==> src/rtl/butterfly_stage.sv <==
// Radix-2 DIF butterfly stage: registered sum and twiddled difference of SR-delayed and
// current samples, block beat tracking, and the valid window for the next SR stage.
module butterfly_stage #(
    parameter int IN_DATA_W  = 9,
    parameter int OUT_DATA_W = 10,
    parameter int UNIT_SIZE  = 16,
    parameter int BLK_LEN    = 16,
    parameter int TW_MODE    = 1,
    parameter int SAT_EN     = 1,
    parameter int SR_HOLD    = 17
) (
    input  logic                                  clk,
    input  logic                                  rst,
    input  logic                                  valid_in,
    input  logic                                  blk_sync,
    input  logic [UNIT_SIZE-1:0][IN_DATA_W-1:0]   input_sr_real,
    input  logic [UNIT_SIZE-1:0][IN_DATA_W-1:0]   input_sr_imag,
    input  logic [UNIT_SIZE-1:0][IN_DATA_W-1:0]   input_org_real,
    input  logic [UNIT_SIZE-1:0][IN_DATA_W-1:0]   input_org_imag,
    output logic                                  valid_out,
    output logic                                  blk_first,
    output logic                                  blk_last,
    output logic [UNIT_SIZE-1:0][OUT_DATA_W-1:0]  output_add_real,
    output logic [UNIT_SIZE-1:0][OUT_DATA_W-1:0]  output_add_imag,
    output logic [UNIT_SIZE-1:0][OUT_DATA_W-1:0]  output_sub_real,
    output logic [UNIT_SIZE-1:0][OUT_DATA_W-1:0]  output_sub_imag,
    output logic                                  SR_valid
);
    localparam int EW = OUT_DATA_W + 1;
    localparam int IW = OUT_DATA_W + 10;
    localparam int CW = $clog2(BLK_LEN);
    localparam int SW = $clog2(SR_HOLD + 1);
    localparam logic signed [IW-1:0] K_COEF = IW'(181);
    localparam logic signed [IW-1:0] K_RND  = IW'(128);
    localparam logic signed [IW-1:0] MAX_V  = IW'((1 << (OUT_DATA_W - 1)) - 1);
    localparam logic signed [IW-1:0] MIN_V  = ~MAX_V;

    function automatic logic signed [IW-1:0] k_scale(input logic signed [IW-1:0] x);
        logic signed [IW-1:0] p;
        p = x * K_COEF + K_RND;
        return p >>> 8;
    endfunction

    function automatic logic [OUT_DATA_W-1:0] reduce(input logic signed [IW-1:0] x);
        logic signed [IW-1:0] y;
        y = x;
        if (SAT_EN != 0) begin
            if (x > MAX_V)      y = MAX_V;
            else if (x < MIN_V) y = MIN_V;
        end
        return y[OUT_DATA_W-1:0];
    endfunction

    function automatic logic signed [IW-1:0] tw_re(input logic signed [IW-1:0] dr,
                                                   input logic signed [IW-1:0] di,
                                                   input logic [1:0] q);
        case (q)
            2'd0:    return dr;
            2'd1:    return k_scale(dr + di);
            2'd2:    return di;
            default: return k_scale(di - dr);
        endcase
    endfunction

    function automatic logic signed [IW-1:0] tw_im(input logic signed [IW-1:0] dr,
                                                   input logic signed [IW-1:0] di,
                                                   input logic [1:0] q);
        case (q)
            2'd0:    return di;
            2'd1:    return k_scale(di - dr);
            2'd2:    return -dr;
            default: return k_scale(-dr - di);
        endcase
    endfunction

    logic [CW-1:0]                beat_cnt;
    logic [CW-1:0]                beat_idx;
    logic [SW-1:0]                sr_cnt;
    logic [1:0]                   q_in;
    logic                         first_in, last_in;
    logic [UNIT_SIZE-1:0][EW-1:0] ar_in, ai_in, dr_in, di_in;

    // Input stage: beat index, quarter select and full-precision sum/difference
    always_comb begin
        beat_idx = blk_sync ? '0 : beat_cnt;
        first_in = (beat_idx == '0);
        last_in  = (beat_idx == CW'(BLK_LEN - 1));
        case (TW_MODE)
            1:       q_in = {beat_idx[CW-1], 1'b0};
            2:       q_in = beat_idx[CW-1 -: 2];
            default: q_in = 2'd0;
        endcase
        for (int l = 0; l < UNIT_SIZE; l++) begin
            ar_in[l] = EW'($signed(input_sr_real[l])) + EW'($signed(input_org_real[l]));
            ai_in[l] = EW'($signed(input_sr_imag[l])) + EW'($signed(input_org_imag[l]));
            dr_in[l] = EW'($signed(input_sr_real[l])) - EW'($signed(input_org_real[l]));
            di_in[l] = EW'($signed(input_sr_imag[l])) - EW'($signed(input_org_imag[l]));
        end
    end

    always_ff @(posedge clk or posedge rst) begin
        if (rst) begin
            beat_cnt <= '0;
            sr_cnt   <= '0;
        end else begin
            if (valid_in) beat_cnt <= beat_idx + 1'b1;
            if (valid_in)           sr_cnt <= SW'(SR_HOLD);
            else if (sr_cnt != '0)  sr_cnt <= sr_cnt - 1'b1;
        end
    end

    assign SR_valid = (sr_cnt != '0);

    logic [UNIT_SIZE-1:0][EW-1:0] ar_s, ai_s, dr_s, di_s;
    logic [1:0]                   q_s;
    logic                         vld_s, first_s, last_s;

    generate
        if (TW_MODE == 2) begin : g_p0
            logic [UNIT_SIZE-1:0][EW-1:0] ar_p0, ai_p0, dr_p0, di_p0;
            logic [1:0]                   q_p0;
            logic                         vld_p0, first_p0, last_p0;

            // Stage p0: the W8 multiply gets a cycle of its own
            always_ff @(posedge clk or posedge rst) begin
                if (rst) begin
                    vld_p0   <= 1'b0;
                    first_p0 <= 1'b0;
                    last_p0  <= 1'b0;
                    q_p0     <= '0;
                    ar_p0    <= '0;
                    ai_p0    <= '0;
                    dr_p0    <= '0;
                    di_p0    <= '0;
                end else begin
                    vld_p0   <= valid_in;
                    first_p0 <= valid_in & first_in;
                    last_p0  <= valid_in & last_in;
                    if (valid_in) begin
                        q_p0  <= q_in;
                        ar_p0 <= ar_in;
                        ai_p0 <= ai_in;
                        dr_p0 <= dr_in;
                        di_p0 <= di_in;
                    end
                end
            end

            assign ar_s = ar_p0;
            assign ai_s = ai_p0;
            assign dr_s = dr_p0;
            assign di_s = di_p0;
            assign q_s = q_p0;
            assign vld_s = vld_p0;
            assign first_s = first_p0;
            assign last_s = last_p0;
        end else begin : g_direct
            assign ar_s = ar_in;
            assign ai_s = ai_in;
            assign dr_s = dr_in;
            assign di_s = di_in;
            assign q_s = q_in;
            assign vld_s = valid_in;
            assign first_s = valid_in & first_in;
            assign last_s = valid_in & last_in;
        end
    endgenerate

    // Output stage: twiddle, reduce to OUT_DATA_W, register
    always_ff @(posedge clk or posedge rst) begin
        if (rst) begin
            valid_out       <= 1'b0;
            blk_first       <= 1'b0;
            blk_last        <= 1'b0;
            output_add_real <= '0;
            output_add_imag <= '0;
            output_sub_real <= '0;
            output_sub_imag <= '0;
        end else begin
            valid_out <= vld_s;
            blk_first <= vld_s & first_s;
            blk_last  <= vld_s & last_s;
            if (vld_s) begin
                for (int l = 0; l < UNIT_SIZE; l++) begin
                    output_add_real[l] <= reduce(IW'($signed(ar_s[l])));
                    output_add_imag[l] <= reduce(IW'($signed(ai_s[l])));
                    output_sub_real[l] <= reduce(tw_re(IW'($signed(dr_s[l])),
                                                       IW'($signed(di_s[l])), q_s));
                    output_sub_imag[l] <= reduce(tw_im(IW'($signed(dr_s[l])),
                                                       IW'($signed(di_s[l])), q_s));
                end
            end
        end
    end
endmodule

==> config.mk <==
export PLATFORM = sky130hd
export DESIGN_NAME = butterfly_stage
export DESIGN_NICKNAME = d
export VERILOG_FILES = /design/src/rtl/butterfly_stage.sv
export SDC_FILE = /design/constraint.sdc
export NUM_CORES = 2
export LEC_CHECK = 0
export BUFFER_PORTS_ARGS = -buffer_cell sky130_fd_sc_hd__buf_2
export CORE_AREA = 8 8 473 475
export DETAILED_ROUTE_END_ITERATION = 6
export DIE_AREA = 0 0 481 483
export HOLD_SLACK_MARGIN = 0.12
export PLACE_DENSITY = 0.52
export RECOVER_POWER = 50
export SLEW_MARGIN = 25
export SYNTH_ARGS = -nofsm -noshare
export SYNTH_HDL_FRONTEND = slang
export SYNTH_SLANG_ARGS = --single-unit
==> constraint.sdc <==
create_clock -name clk -period 45.4 [get_ports clk]
set_clock_uncertainty 0.05 [all_clocks]
set_input_delay 6.81 -clock clk [delete_from_list [all_inputs] [get_ports clk]]
set_output_delay 6.81 -clock clk [all_outputs]
set_load 0.01 [all_outputs]
Word-level counts from Yosys, hierarchy flattened
Cells that the tools add are included.
Storage, ports and cells
  flip-flop bits (word level): 652
  input port bits: 580
  output and inout bits: 644
Operators by class
  $add $sub $neg: 146
  multipliers: 32
  magnitude comparators: 128
  equality and inequality tests: 1
  multiplexer cells: 195
  bitwise gates (word level): 4
  reduce and logical (&&, ||, !) cells: 4
Operators by type and width (number)
  $mux W10: 128
  $pmux W20 S2: 32
  $add A20 B9 Y20 const B: 32
  $gt A20 B10 Y1 const B: 32
  $lt A20 B10 Y1 const B: 32
  $mux W20: 32
  $add A9 B9 Y10: 32
  $gt A10 B10 Y1 const B: 32
  $lt A10 B10 Y1 const B: 32
  $mul A11 B9 Y20 const B: 16
  $mul A20 B9 Y20 const B: 16
  $neg A10 Y20: 16
  $sub A20 B10 Y20: 16
  $sub A9 B9 Y10: 32
  $sub A10 B10 Y11: 16
  $mux W5: 2
  $reduce_bool A5 Y1: 1
  $sub A5 B1 Y5 const B: 1
  $add A4 B1 Y4 const B: 1
  $and A1 B1 Y1: 4
  $eq A4 B4 Y1 const B: 1
  $logic_not A4 Y1: 1
  $mux W4: 1
  $logic_not A2 Y1: 1
  $reduce_bool A2 Y1: 1

Depth between registers and ports, before layout
  depth after elaboration: 10
  gate-level depth with buffers: 12
  mapped depth without buffers: 11

Worst setup path before layout
OpenSTA, ideal clock, no wires.
  path type: input to register
  from: input port input_sr_real[63] (netlist bit)
  to: register output_sub_imag[78] (netlist bit)
  arrival: 9441 ps
  path slack: 35783 ps
  stages: 11
  path through: inv_1 -> ha_1 -> fa_1 -> nand2b_2 -> or3_1 -> a21oi_1 -> o221ai_2 -> or4_1 -> nor3b_1 -> a221o_1 -> o32a_1
On the way
  longest elaborated chain between the ends: 10
  elaborated cells between the ends (all ways): 11
  classes of those cells: add/sub: 4; mul: 1; order compare: 2; mux: 4
Ends and longest elaborated chain
  start: declaration: RTL line 16  | input logic [UNIT_SIZE-1:0][IN_DATA_W-1:0] input_sr_real,
  $sub A9 B9 Y10 (*): RTL line 96  | dr_in[l] = EW'($signed(input_sr_real[l])) - EW'($signed(input_org_real[l]));
  $neg A10 Y20 (*): RTL line 71, 72
  $sub A20 B10 Y20: RTL line 72  | default: return k_scale(-dr - di);
  $mul A20 B9 Y20: RTL line 40  | p = x * K_COEF + K_RND;
  $add A20 B9 Y20: RTL line 40
  $pmux W20 S2 (*): RTL line 68  | case (q)
  $mux W20 (*): RTL line 183  | if (vld_s) begin
  $lt A20 B10 Y1: RTL line 49  | else if (x < MIN_V) y = MIN_V;
  $mux W10: RTL line 49
  $mux W10 (*): RTL line 48  | if (x > MAX_V) y = MAX_V;
  end signal: indexed assignment: RTL line 189  | output_sub_imag[l] <= reduce(tw_im(IW'($signed(dr_s[l])),
  end: declaration: RTL line 26  | output logic [UNIT_SIZE-1:0][OUT_DATA_W-1:0] output_sub_imag,
Every way passes the cells marked *; elsewhere a longest branch is shown, timed or not. The select of a mux whose other input is x is not followed.
A chain may end at the register's enable or synchronous reset.

==> flow_summary.json <==
{
  "outcome": "complete, but fails checks",
  "violations": "max-capacitance violations, max-slew violations",
  "grt_max_degree": 165,
  "setup_tns_ps": 0,
  "viasPerCell": 4.89,
  "final_common_cell": "nor2_1",
  "hold_end": "output_sub_real[105]$_DFFE_PP0P_",
  "hold_viol_final": 0,
  "postPlaceCellArea_mm2": 0.0633,
  "cts_max_level": 3,
  "dr_wl_met3_mm": 18.9,
  "portBuffers": 1223,
  "yosysTopAreaCellShare_pct": 29.9,
  "ant_nets": 0,
  "finalSetupViolCount": 0,
  "worst_slew_pin_slew_ps": 7180,
  "r2r_setup_slack_ps": 41520,
  "yosysUniqueCellTypes": 108,
  "initial_core_util_pct": 25.2,
  "worstSkewPairLatency_ps": 720,
  "syn_to_final_growth_pct": 20.2,
  "ctsResizeCount": 0,
  "synth_seq_area_share_pct": 29.9,
  "fin_crit_sh_pct": 41.7,
  "grt_usage_pct": 19.7,
  "path_class": "primary input to flip-flop",
  "core_mm2": 0.216,
  "vdd_drop_max_mv": 0.0287,
  "wl_per_cell_um": 22.7,
  "dr.max_layer_used": "met5",
  "fin_nets": 8936,
  "endpoint_kind": "flip-flop",
  "antenna_found_initial": 97,
  "die-area_mm2": 0.232,
  "drc": 0,
  "finalMaxSlewViolations": 738,
  "post-route-util_pct": 30.3,
  "route.met2.wl_mm": 114,
  "cts_hold_buffers": 0,
  "cellLeakagePower_nw": 29.3,
  "final_cell_mix": "nor2_1, inv_1, clkbuf_1",
  "avgSynthCellArea_um2": 8.17,
  "synth_top_area_cell": "dfrtp_1",
  "grt_first_pass_wirelength_mm": 350,
  "die_h_um": 483,
  "synth_area_mm2": 0.0546,
  "hold_ws_ps": 434,
  "synthArstFlopShare_pct": 100,
  "drive_above_1_share_pct": 11.9,
  "maxSlewHeadroom_pct": -379,
  "postRouteWirelength_mm": 242,
  "cts_setup_buffers": 0,
  "cp.required_ps": 45970,
  "min-delay-start": "output_sub_real[105]$_DFFE_PP0P_",
  "routabilityCongestion": 0.911,
  "rsz0062_at_grt": "false",
  "clock_sinks": 652,
  "first_pass_iters": 6,
  "synth_edf_count": 0,
  "io_pins": 1224,
  "design_area_mm2": 0.0656,
  "fp.dieW_um": 481,
  "layout_min_cycle_time_ps": 18940,
  "grt-ovfl-total": 0,
  "grt_pass1_vias": 51000,
  "path_max_fanout": 164,
  "cts_root_buf": "clkbuf_16",
  "critPathArrivalTime_ps": 19510,
  "yosys_most_used_dff": "dfrtp_1",
  "whs_path_depth": 1,
  "drtIter0Drc": 3079,
  "path_clk_slew_ps": 60,
  "synth_area_leaders": "dfrtp_1, ha_1, a21oi_1, nor2_1, xnor2_1",
  "synth_cells": 6681,
  "cts_buffers": 89,
  "floorplan.rows": 171,
  "cts_tree": "built",
  "p_per_area_mw_per_mm2": 37.9,
  "ys_ff_latch": 652,
  "fmax_ghz": 0.0528,
  "cts_max_path_buffers": 3,
  "critPathLaunchType": "primary input",
  "yosysWarnings": 0,
  "reg2reg_to": "output_sub_imag[49]$_DFFE_PP0P_",
  "rr_startpoint": "beat_cnt[3]$_DFFE_PP0P_",
  "place_hpwl_mm": 200,
  "postSynthNetCount": 7921,
  "vias": 52200,
  "rr_worst_depth": 6,
  "met1Wirelength_mm": 101,
  "hold_class": "flip-flop to flip-flop",
  "timing.max_cap.violations": 11
}
[area by class of cell]
cell class | instances | area (µm²)
Sequential cell | 652 | 16300
Timing Repair Buffer | 1258 | 5570
Clock inverter | 41 | 558
Antenna cell | 36 | 90.1
Clock buffer | 120 | 2480
Inverter | 680 | 2550
Fill cell | 23500 | 151000
Tap cell | 2854 | 3570
Multi-Input combinational cell | 5015 | 34400
[logic make-up after synthesis]
kind of cell	after synthesis	synth area share [%]
compound gates	1853	21.7
xor+xnor	395	6.34
fa+ha+maj	660	16.0
buf+inv	1014	7.05
flops	652	29.9
mux	100	2.01
simple gates	2007	17.0
[metal layers]
layer	track usage (%)	vias to the layer above
li1	-	25100
met1	24.0	25100
met2	33.5	1571
met3	5.76	350
met4	6.06	48
met5	0	-
[worst max-delay path: stages]
cell and delay, ps:
clkbuf_1 3010, clkbuf_1 1750, clkbuf_1 4950, buf_4 1290
buf_4 810, o41ai_2 310, o221ai_1 250
[cell usage after synthesis (all sizes together), types with 20 or more instances]
library cell	count
nor2	840
inv	679
dfrtp	652
a21oi	645
ha	596
nand2	459
o21ai	329
xnor2	312
clkbuf	279
a31oi	158
nor3	132
o21bai	116
nor2b	108
nand3	104
nand2b	99
or3	92
a211oi	86
xor2	83
mux2	75
o21a	68
fa	64
buf	55
a21o	41
o211ai	41
o2111ai	34
and2	31
o221a	30
o22ai	29
o31ai	27
mux2i	25
o221ai	25
o2bb2ai	25
or2	24
a211o	20
and3	20
[stage by stage]
stage,setup WS [ps],total power [mW],instances
2_1_floorplan,20270,1.34,6681
6_report,26460,2.49,10700
4_1_cts,34630,2.56,10600
5_1_grt,25320,2.64,10600
3_3_place_gp,33900,1.78,10500
3_5_place_dp,33820,1.79,10500
[report_power, final]
part	internal, mW	total (mW)	switching [mW]
Combinational	0.329	0.945	0.617
Clock	0.438	0.745	0.307
Sequential	0.701	0.798	0.0964
[how the worst max path moves through the flow]
stage | from | to | slack, ps | cells after the start
2_1_floorplan | rst | beat_cnt[0]$_DFFE_PP0P_ | 20270 | 1
3_3_place_gp | rst | output_add_real[152]$_DFFE_PP0P_ | 33900 | 7
3_5_place_dp | rst | output_add_real[150]$_DFFE_PP0P_ | 33820 | 7
4_1_cts | rst | output_add_real[152]$_DFFE_PP0P_ | 34630 | 7
5_1_grt | valid_in | output_sub_imag[121]$_DFFE_PP0P_ | 25320 | 7
6_report | valid_in | output_sub_imag[123]$_DFFE_PP0P_ | 26460 | 7
[registers in the layout, indices dropped and copies added (netlist names)]
register	flops
output_add_real	160
sr_cnt	5
output_sub_imag	160
blk_last	1
blk_first	1
output_sub_real	160
output_add_imag	160
valid_out	1
beat_cnt	4
(Power assumes the default switching activity.)
